`src/rtl/unreg_pkg.sv`:
```
// Shared types and constants for the word sequencer and its update network.
package unreg_pkg;

  localparam int WORD_WIDTH = 16;

  // Command opcodes as they arrive on cmd_op.
  typedef enum logic [1:0] {
    OP_CLR  = 2'd0,
    OP_LOAD = 2'd1,
    OP_ROT  = 2'd2,
    OP_INV  = 2'd3
  } op_e;

  // Per-cycle update applied to the word register.
  typedef enum logic [2:0] {
    MODE_HOLD = 3'd0,
    MODE_CLR  = 3'd1,
    MODE_LOAD = 3'd2,
    MODE_ROT1 = 3'd3,
    MODE_INV  = 3'd4
  } mode_e;

  // Sequencer FSM states.
  typedef enum logic [1:0] {
    ST_IDLE   = 2'd0,
    ST_EXEC   = 2'd1,
    ST_ROTATE = 2'd2,
    ST_RESULT = 2'd3
  } state_e;

endpackage

```
`src/rtl/unreg_word_update.sv`:
```
// Combinational next-word function: selects what the word register takes next.
module unreg_word_update
  import unreg_pkg::*;
#(
  parameter int WIDTH = WORD_WIDTH
) (
  input  logic [WIDTH-1:0] word,
  input  mode_e            mode,
  input  logic [WIDTH-1:0] load_data,
  output logic [WIDTH-1:0] next_word
);

  // Pick the next word from the current word according to the update mode.
  always_comb begin
    // NOTE: default first so every path assigns next_word and no latch is inferred.
    next_word = word;
    case (mode)
      MODE_CLR:  next_word = '0;
      MODE_LOAD: next_word = load_data;
      MODE_ROT1: next_word = {word[WIDTH-2:0], word[WIDTH-1]};
      MODE_INV:  next_word = ~word;
      default:   next_word = word;
    endcase
  end

endmodule

```
`src/rtl/unreg_word_sequencer.sv`:
```
// Command sequencer: accepts multi-cycle word commands, drives the update
// network one mode per clock and returns the resulting word downstream.
module unreg_word_sequencer
  import unreg_pkg::*;
#(
  parameter int WIDTH = WORD_WIDTH,
  parameter int CNT_W = $clog2(WIDTH)
) (
  input  logic             clock,
  input  logic             reset,
  input  logic             cmd_valid,
  output logic             cmd_ready,
  input  logic [1:0]       cmd_op,
  input  logic [WIDTH-1:0] cmd_data,
  input  logic [CNT_W-1:0] cmd_count,
  output logic             out_valid,
  input  logic             out_ready,
  output logic [WIDTH-1:0] out_data,
  output logic             busy
);

  state_e           r_state;
  state_e           w_next_state;
  op_e              r_op;
  logic [WIDTH-1:0] r_word;
  logic [WIDTH-1:0] r_load_data;
  logic [CNT_W-1:0] r_remaining;
  logic [CNT_W-1:0] w_next_remaining;
  logic [WIDTH-1:0] w_next_word;
  mode_e            w_mode;
  logic             w_accept;

  assign w_accept  = cmd_valid && cmd_ready;
  assign cmd_ready = (r_state == ST_IDLE);
  assign busy      = (r_state != ST_IDLE);
  assign out_valid = (r_state == ST_RESULT);
  assign out_data  = r_word;

  unreg_word_update #(
    .WIDTH(WIDTH)
  ) u_word_update (
    .word      (r_word),
    .mode      (w_mode),
    .load_data (r_load_data),
    .next_word (w_next_word)
  );

  // Next state, update mode and rotation bookkeeping.
  always_comb begin
    w_next_state     = r_state;
    w_mode           = MODE_HOLD;
    w_next_remaining = r_remaining;
    case (r_state)
      ST_IDLE: begin
        if (w_accept) begin
          w_next_remaining = cmd_count;
          if (op_e'(cmd_op) == OP_ROT && cmd_count == '0) begin
            w_next_state = ST_RESULT;
          end else begin
            w_next_state = ST_EXEC;
          end
        end
      end
      ST_EXEC: begin
        w_next_state = ST_RESULT;
        case (r_op)
          OP_CLR:  w_mode = MODE_CLR;
          OP_LOAD: w_mode = MODE_LOAD;
          OP_INV:  w_mode = MODE_INV;
          default: begin
            w_mode = MODE_ROT1;
            if (r_remaining > CNT_W'(1)) begin
              w_next_remaining = r_remaining - CNT_W'(1);
              w_next_state     = ST_ROTATE;
            end else begin
              w_next_remaining = '0;
            end
          end
        endcase
      end
      ST_ROTATE: begin
        w_mode = MODE_ROT1;
        if (r_remaining > CNT_W'(1)) begin
          w_next_remaining = r_remaining - CNT_W'(1);
        end else begin
          w_next_remaining = '0;
          w_next_state     = ST_RESULT;
        end
      end
      ST_RESULT: begin
        if (out_ready) begin
          w_next_state = ST_IDLE;
        end
      end
      default: w_next_state = ST_IDLE;
    endcase
  end

  // State, word, counter and captured command registers.
  always_ff @(posedge clock) begin
    // NOTE: non-blocking assignments so every register samples pre-edge values.
    if (reset) begin
      r_state     <= ST_IDLE;
      r_op        <= OP_CLR;
      r_word      <= '0;
      r_load_data <= '0;
      r_remaining <= '0;
    end else begin
      r_state     <= w_next_state;
      r_word      <= w_next_word;
      r_remaining <= w_next_remaining;
      if (w_accept) begin
        r_op        <= op_e'(cmd_op);
        r_load_data <= cmd_data;
      end
    end
  end

endmodule

```
`config.mk`:
```
export PLATFORM = sky130hd
export DESIGN_NAME = unreg_word_sequencer
export DESIGN_NICKNAME = d
export VERILOG_FILES = /design/src/rtl/unreg_pkg.sv /design/src/rtl/unreg_word_update.sv /design/src/rtl/unreg_word_sequencer.sv
export SDC_FILE = /design/constraint.sdc
export NUM_CORES = 1
export LEC_CHECK = 0
export CAP_MARGIN = 20
export CORE_MARGIN = 2
export CORE_UTILIZATION = 44
export DETAILED_ROUTE_END_ITERATION = 16
export DONT_BUFFER_PORTS = 1
export SLEW_MARGIN = 20
export SYNTH_ARGS = -nofsm -noshare
export SYNTH_HDL_FRONTEND = slang
export SYNTH_SLANG_ARGS = --single-unit
```
`constraint.sdc`:
```
create_clock -name clock -period 2.38 [get_ports clock]
set_input_delay 0.238 -clock clock [delete_from_list [all_inputs] [get_ports clock]]
set_output_delay 0.238 -clock clock [all_outputs]
set_load 0.1 [all_outputs]
```
==> key figures <==
Synthesis
  – Top-count cell post-synth: nand2_1
  – Mapped Nets: 261
  – Top cells by area, synth: dfxtp_1 (40%), nand2_1 (11%), mux2i_1 (8.5%), ha_1 (6.2%), a21oi_1 (5.5%)
  – Most frequent cells after synthesis: nand2_1 (58), dfxtp_1 (40), a21oi_1 (22)
  – Sequential area share after synthesis: 0.400
  – Average cell area after synthesis: 8.90 sq um
  – EDFF count, synth: 0
  – Unique masters post-synth: 36
  – Yosys warning total: 0
  – Ys async rst share: 0
  – Cell taking the most area after synthesis: dfxtp_1
  – Top_reg_cell synth: dfxtp_1
  – Top cell type's share of synthesized area: 0.400
  – Gate Count Post-Synth: 225
  – Flops & latches, synth: 40
  – Mapped Area: 2000 sq um

Layout
  – # fillers: 431
  – Area Overhead vs Synth: 13.4%
  – Layout cells sized above 1: 0.167
  – Inserted Diodes: 0
  – Area taken by flip-flops and latches: 801 sq um
  – Area of the multi-input gates: 1080 sq um
  – Post-route cell area: 2270 sq um
  – Final cell count without fillers: 297
  – # nets final: 280

Power and ir drop
  – P_sw: 1.25 mW
  – Static Leak: 0.935 nW
  – Power share of the combinational group: 0.511
  – Maximum VDD drop: 0.754 mV
  – Sw Share: 0.458
  – Cell internal pwr: 1.48 mW
  – Pwr dens: 1210 nW/um^2
  – Reg power frac: 0.315
  – Clk network pwr share: 0.174

Detailed routing
  – DR vias/cell: 5.42
  – # DRC: 0
  – Routed len/inst: 14.8 um
  – Vias: 1610
  – Routed Antenna Nets: 0
  – First-pass DRT Iterations: 4
  – Final Routed Wirelength: 4390 um
  – Initial DRC count: 73

Clock network
  – CTS Buf Count: 5
  – Maximum clock path buffer count: 2
  – Clock slew at reported path FFs: 80 ps
  – CTS H-tree lvls: 2
  – Clk_lat worst skew: 290 ps
  – Setup repair bufs after CTS: 0
  – CTS tree: done
  – CTS Root Cell: clkbuf_8
  – Clock sinks: 40

Critical path
  – Startpoint types: register
  – CP Max Fanout: 16
  – Crit path DAT: 2260 ps
  – Worst setup EP type: register
  – Worst EP required: 2590 ps
  – Reg2Reg Launch Point: r_state[0]
  – CP Class: register to register
  – Critical Path Source: r_state[0]

Min path
  – Worst Hold Class: primary input to register
  – HP Start: reset

STA
  – Fin Clk Skew: 6.26 ps
  – Fin Setup TNS: 0 ps
  – Crit share post-route: 0.864
  – RSZ-0062 raised after global routing: false
  – Final-report setup violation count: 0
  – Highest Clock Rate: 0.486 GHz
  – Final count of pins violating max slew: 0
  – Worst slew pin tran: 1040 ps
  – Slew Limit Headroom: 0.306
  – Tmin final: 2060 ps
  – Fin. Hold Viols: 0

Global route
  – Number of global-route vias before repair: 1472
  – Largest net degree at the start of global routing: 19
  – GRT overflow: 0
  – Total GRT Usage: 0.180
  – Initial antenna violation count: 0
  – First-pass GRT wire length: 7260 um

Floorplan
  – Num rows: 24
  – Die width: 71.5 um
  – # IOs: 45
  – Starting Density: 0.457
  – Total die area: 5110 sq um
  – Core area: 4380 sq um
  – Chip Height: 71.5 um

Placement
  – Placed cells: 286
  – Port buffer count: 0
  – GPL Wtd Cong: 0.769
  – Post-DP HPWL: 2970 um
  – Area after DPL: 2150 sq um

Run status
  – Status: complete, no violations

Run
  – Max cap viols: 0
[power groups by stage]
stage / clock (mW) / sequential, mW / combinational, mW
final: 0.476 / 0.863 / 1.40
after global routing: 0.520 / 0.877 / 1.54
after CTS: 0.492 / 0.863 / 1.41
after detailed placement: 0 / 0.879 / 1.40
after global placement: 0 / 0.878 / 1.39
after floorplan: 0 / 0.922 / 1.17
[repair_timing]
action                                  in CTS  in global routing
hold buffers                                 2                  1
endpoints found under the setup margin       0                  0
endpoints found under the hold margin       14                  7
gates resized for setup                      0                  0
[worst max-delay path, cell delays in order (launching register included)]
cell	delay (ps)
dfxtp_1	400
inv_1	100
ha_2	470
nand2b_4	70
or3b_1	640
o221ai_1	290
[state kept, by name, indices dropped and copies added (netlist names)]
register and count:
out_data 16, r_remaining 4, r_op 2, r_state 2
r_load_data 16
[final timing paths]
kind | endpoint | cells past startpoint | slack (ps)
worst max register to register | out_data[15] | 5 | 320
worst min-delay path | r_remaining[1] | 1 | 20
worst min register to register | r_load_data[2] | 2 | 460
worst max-delay path | out_data[15] | 5 | 320
[per-stage QoR]
| step | total power, mW | setup slack, ps | util | hold slack (ps) |
|---|---|---|---|---|
| after global routing | 2.94 | 114 | 0.518 | 6.33 |
| after CTS | 2.77 | 297 | 0.516 | 0.263 |
| after global placement | 2.27 | 341 | 0.490 | 312 |
| after floorplan | 2.09 | 47.9 | - | 374 |
| after detailed placement | 2.28 | 315 | 0.490 | 313 |
| final | 2.74 | 323 | 0.518 | 15.6 |
[area by class of cell]
cell class	instances	area share
clock buffer	7	0.0380
multi-input combinational	162	0.477
timing repair buffer	24	0.0826
inverter	11	0.0182
clock inverter	1	0.00331
sequential	40	0.353
tap	52	0.0287
[per-layer routing]
| layer | global-route usage | share of wire | vias up |
|---|---|---|---|
| met5 | 0 | 0 | - |
| met4 | 0.0566 | 0.013 | 0 |
| met3 | 0.0478 | 0.053 | 8 |
| met2 | 0.270 | 0.44 | 41 |
| met1 | 0.254 | 0.49 | 727 |
| li1 | - | - | 834 |
[logic make-up (layout without fill, tap and decap cells)]
kind of cell,Yosys count,count (layout),synth area share
compound gates,56,56,0.215
fa+ha+maj,10,10,0.0625
buf+inv,23,43,0.0612
flops,40,40,0.400
mux,17,17,0.0849
simple gates,79,79,0.176
[placed cells by master, fill, tap and decap left out, types with 2 or more instances in the layout]
cell type | synthesis | layout
and2_1 | 2 | 2
a211oi_1 | 3 | 3
nand3b_1 | 2 | 2
o211ai_1 | 2 | 2
ha_1 | 10 | 9
nand2_1 | 58 | 58
o221ai_2 | 6 | 6
nor2b_1 | 2 | 2
mux2i_1 | 17 | 17
clkbuf_8 | 0 | 6
o221ai_1 | 10 | 10
dlygate4sd3_1 | 0 | 3
a21oi_1 | 22 | 22
nor3_1 | 4 | 4
o21ai_0 | 3 | 3
buf_4 | 0 | 21
a31oi_1 | 2 | 2
dfxtp_1 | 40 | 40
nor2_1 | 4 | 4
inv_1 | 11 | 11
Power figures use the tool's default switching activity.
